$ cat src/rtl/instr_fetch_unit.sv
// Instruction-fetch stage: run-time loadable word memory, program counter,
// next-PC selection (sequential / branch / jump) and halt / fault detection.
module instr_fetch_unit #(
    parameter int          DEPTH_WORDS = 64,
    parameter logic [31:0] RESET_PC    = 32'h0,
    parameter logic [31:0] HALT_WORD   = 32'hFFFF_FFFF,
    parameter int          COUNT_W     = 32
) (
    input  logic                           clk,
    input  logic                           reset,
    input  logic                           start,
    input  logic                           stall,
    input  logic                           load_en,
    input  logic [$clog2(DEPTH_WORDS)-1:0] load_addr,
    input  logic [31:0]                    load_data,
    input  logic                           branch_taken,
    input  logic [15:0]                    branch_offset,
    input  logic                           jump_en,
    input  logic [25:0]                    jump_index,
    output logic [31:0]                    pc,
    output logic [31:0]                    pc_plus4,
    output logic [31:0]                    instr,
    output logic                           instr_valid,
    output logic                           halted,
    output logic                           fault,
    output logic [COUNT_W-1:0]             instr_count
);

    localparam int          ADDR_W    = $clog2(DEPTH_WORDS);
    localparam logic [31:0] LAST_ADDR = 32'(4 * DEPTH_WORDS - 4);

    typedef enum logic [1:0] {
        S_IDLE,
        S_RUN,
        S_HALTED,
        S_FAULT
    } state_t;

    state_t             state;
    logic [31:0]        mem [DEPTH_WORDS];
    logic [ADDR_W-1:0]  rd_idx;
    logic [31:0]        rd_word;
    logic               pc_legal;
    logic               mem_write;
    logic [31:0]        branch_disp;
    logic [31:0]        next_pc;

    // A word is only fetched from memory when pc is aligned and in range,
    // so the array is never indexed past its last entry.
    assign pc_plus4    = pc + 32'd4;
    assign pc_legal    = (pc[1:0] == 2'b00) && (pc <= LAST_ADDR);
    assign rd_idx      = pc[ADDR_W+1:2];
    assign rd_word     = mem[rd_idx];
    assign instr       = pc_legal ? rd_word : HALT_WORD;
    assign instr_valid = (state == S_RUN) && pc_legal;

    assign branch_disp = {{14{branch_offset[15]}}, branch_offset, 2'b00};

    always_comb begin
        next_pc = pc_plus4;
        if (jump_en) begin
            next_pc = {pc_plus4[31:28], jump_index, 2'b00};
        end else if (branch_taken) begin
            next_pc = pc_plus4 + branch_disp;
        end
    end

    // Program image may only change while not running; reset drops loads.
    assign mem_write = load_en && !reset && (state != S_RUN)
                       && ({1'b0, load_addr} < (ADDR_W+1)'(DEPTH_WORDS));

    always_ff @(posedge clk) begin
        if (mem_write) begin
            mem[load_addr] <= load_data;
        end
    end

    always_ff @(posedge clk) begin
        if (reset) begin
            state       <= S_IDLE;
            pc          <= RESET_PC;
            instr_count <= '0;
            halted      <= 1'b0;
            fault       <= 1'b0;
        end else begin
            case (state)
                S_IDLE, S_HALTED, S_FAULT: begin
                    if (start) begin
                        state       <= S_RUN;
                        pc          <= RESET_PC;
                        instr_count <= '0;
                        halted      <= 1'b0;
                        fault       <= 1'b0;
                    end
                end
                S_RUN: begin
                    // An illegal pc faults even while stalled; pc stays put
                    // so the offending address remains visible.
                    if (!pc_legal) begin
                        state <= S_FAULT;
                        fault <= 1'b1;
                    end else if (!stall) begin
                        if (rd_word == HALT_WORD) begin
                            state  <= S_HALTED;
                            halted <= 1'b1;
                        end else begin
                            pc          <= next_pc;
                            instr_count <= instr_count + COUNT_W'(1);
                        end
                    end
                end
                default: begin
                    state <= S_IDLE;
                end
            endcase
        end
    end

endmodule

$ cat config.mk
export PLATFORM = sky130hd
export DESIGN_NAME = instr_fetch_unit
export DESIGN_NICKNAME = d
export VERILOG_FILES = /design/src/rtl/instr_fetch_unit.sv
export SDC_FILE = /design/constraint.sdc
export NUM_CORES = 2
export LEC_CHECK = 0
export ABC_AREA = 1
export CAP_MARGIN = 30
export CORE_AREA = 8 8 640 484
export CTS_BUF_LIST = sky130_fd_sc_hd__clkbuf_4 sky130_fd_sc_hd__clkbuf_8
export DETAILED_ROUTE_END_ITERATION = 7
export DIE_AREA = 0 0 648 492
export GPL_ROUTABILITY_DRIVEN = 0
export SLEW_MARGIN = 0
export SYNTH_ARGS = -nofsm -noshare
export SYNTH_HDL_FRONTEND = slang
export SYNTH_SLANG_ARGS = --single-unit
$ cat constraint.sdc
create_clock -name clk -period 4.16 [get_ports clk]
set_input_delay 0.832 -clock clk [delete_from_list [all_inputs] [get_ports clk]]
set_output_delay 0.832 -clock clk [all_outputs]
set_load 0.02 [all_outputs]
==> flow_summary.yaml <==
outcome:
  status: "finished with violations"
  violations: "setup timing"
detailed_routing:
  wl_met1_um: 127000
  vias_per_cell: 5.30
  wire_per_inst_um: 24.7
  dr.max_layer_used: "met5"
  ant_nets: 0
  wl_met2_um: 132000
  route.detailed.drc: 0
  wirelength_um: 315000
  first_pass_iters: 6
  dr_wl_met3_um: 42400
  dr_total_vias: 67400
  drt_iter0_markers: 10300
power:
  vdd_ir_drop_max_uv: 284
  clkPwrFrac_pct: 35.6
  p_leak_nw: 38.9
  powerDensity_nw_per_um2: 442
  intPower_w: 0.0347
  p_sw_share_pct: 27.9
  p_comb_share_pct: 15.5
  p_switching_w: 0.0134
  seqPwrFrac_pct: 48.9
cts:
  clkLatencyLatePin_ns: 0.99
  cts-root-buf: "clkbuf_8"
  cts.clk_slew.worst_paths_ns: 0.06
  htree_num_levels: 5
  ctsLongestPathBuffers: 4
  cts_tree: "built"
  cts_made_buffers: 327
  clock_sinks: 2120
floorplan:
  rows: 174
  initial_core_util_pct: 29.9
  core_area_um2: 299000
  die_y_um: 492
  pin_count: 218
  die_area_um2: 319000
  die_x_um: 648
job:
  drv_cap: 0
placed_design:
  place_hpwl_um: 182000
  dp.cells: 12000
  place_ws_ns: 0.0838
  port_buffers: 213
global_route:
  grt_first_pass_wirelength_um: 445000
  antenna_found_initial: 27
  groute.usage.overall_pct: 18.8
  overflow: 0
  grt_max_degree: 65
  first_global_vias: 62200
synthesis:
  synth-edff-count: 2048
  ys_ff_latch: 2120
  synthCells: 7972
  synth_area_per_cell_um2: 11.2
  ys_warn_count: 0
  yosysSeqAreaShare_pct: 70.4
  ys_types: 41
  async_reset_ff_share_pct: 0
  yosys.area.top_type: "edfxtp_1"
  synthTopCellsByCount: "nand2_1, nand3_1, edfxtp_1, nor2_1, buf_2"
  synth_top_cell_area_share_pct: 68.8
  syn_area_um2: 89300
  synth_area_leaders: "edfxtp_1, nand3_1, nand2_1"
  synth_most_common_cell: "nand2_1"
  synth-main-ff-cell: "edfxtp_1"
critical_path:
  cp_max_fo: 34
  start_kind: "register"
  crit_type: "reg2out"
  ff2ff_setup_slack_ns: 0.19
  critPathCaptureType: "primary output"
  cp.required_ns: 3.33
  cp.arrival_ns: 3.40
cells_and_area:
  fin_cells: 12700
  fin_util_pct: 36.4
  area_growth_pct: 21.9
  drive_above_1_share_pct: 15.4
  final_nets: 8634
sta:
  hold_viol: 0
  finalSetupViolCount: 8
  fin_crit_ns: 4.23
  fin_crit_sh_pct: 102
  worst_pin_slew_ns: 1.01
  timing.slew.headroom_pct: 32.9
  worst_clock_skew_ns: 0.0631
  drv_slew: 0
  whs_ns: 0.173
  clock.fmax_ghz: 0.236
  worst_slack_ns: -0.0707
  grt_setup_unrepaired: "true"
min_path:
  hold_class: "in2reg"
## cell type report
| class | count | area [µm²] |
|---|---|---|
| inverters | 145 | 599 |
| fillers | 28600 | 190000 |
| multi-input cells | 5213 | 25200 |
| repair buffers | 699 | 8930 |
| clock inverters | 126 | 754 |
| diodes | 14 | 35.0 |
| repair inverters | 4 | 50.0 |
| well taps | 3960 | 4950 |
| flip-flops and latches | 2120 | 63000 |
| clock buffers | 438 | 5420 |
## what timing repair did
item / CTS / global route
setup buffers: 39 / 4
gates resized for setup: 300 / 141
hold buffers: 0 / 0
pin swaps: 21 / 26
gates cloned: 44 / 7
endpoints found under the setup margin: 43 / 52
## state kept, by name, indices dropped and copies added (netlist names), named ones only
signal       count
instr_count     32
mem           2048
pc              30
halted           1
fault            1
state            2
## path summary, 6_finish.rpt
path                     end  cells after the start          from
setup reg to reg      pc[20]                     20        pc[11]
setup / recovery   instr[25]                     12      register
hold reg to reg       halted                      2        halted
hold / removal    mem[13][5]                      1  load_data[5]
## stage by stage
step                      instance area, µm²  total power, W  setup TNS, ns
after global placement                 98500          0.0301              0
final                                 109000          0.0482         -0.203
after global routing                  109000          0.0496          -2.66
after CTS                             108000          0.0480          -2.26
after detailed placement               98600          0.0301              0
after floorplan                        89400          0.0274              0
## cell families (layout without fill, tap and decap cells)
family	after synthesis	count (layout)	synth area share, %
flip-flops	2120	2120	70.4
buffers and inverters	642	1412	3.39
AND/OR/NAND/NOR	4941	4941	24.0
AO/OA/AOI/OAI	180	180	1.13
adder cells (fa/ha/maj)	37	37	0.527
XOR/XNOR	51	51	0.500
other	1	18	0.00420
## power by group through the flow
stage          registers [W]  logic, W  clock network (W)
2_1_floorplan         0.0240   0.00340                  0
3_3_place_gp          0.0240   0.00607                  0
3_5_place_dp          0.0240   0.00614                  0
4_1_cts               0.0235   0.00708             0.0173
5_1_grt               0.0235   0.00789             0.0182
6_report              0.0235   0.00747             0.0171
## critical path: stages, from the launching register on
cell	delay, ns
dfxtp_4	0.41
buf_12	0.19
inv_16	0.14
buf_12	0.14
buf_16	0.22
nand3_1	0.12
nand3_1	0.11
nand3_1	0.23
nand3_4	0.19
nand2_1	0.13
nand2_1	0.15
nand3_4	0.16
buf_4	0.22
## metal layers
layer  vias to the layer above  track usage, %
li1                      29300               -
met1                     32900            27.0
met2                      4443            27.1
met3                       686            5.02
met4                        22            6.79
met5                         -               0
## cells in the final DEF (no fill, tap or decap), types with 100 or more instances in the layout
cell type,count
nand3_1,1920
nor2_1,179
inv_1,137
edfxtp_1,2048
buf_4,275
nand3_2,100
nand2_1,2472
clkdlybuf4s50_1,133
buf_12,110
clkbuf_8,340
Power figures use the tool's default switching activity.
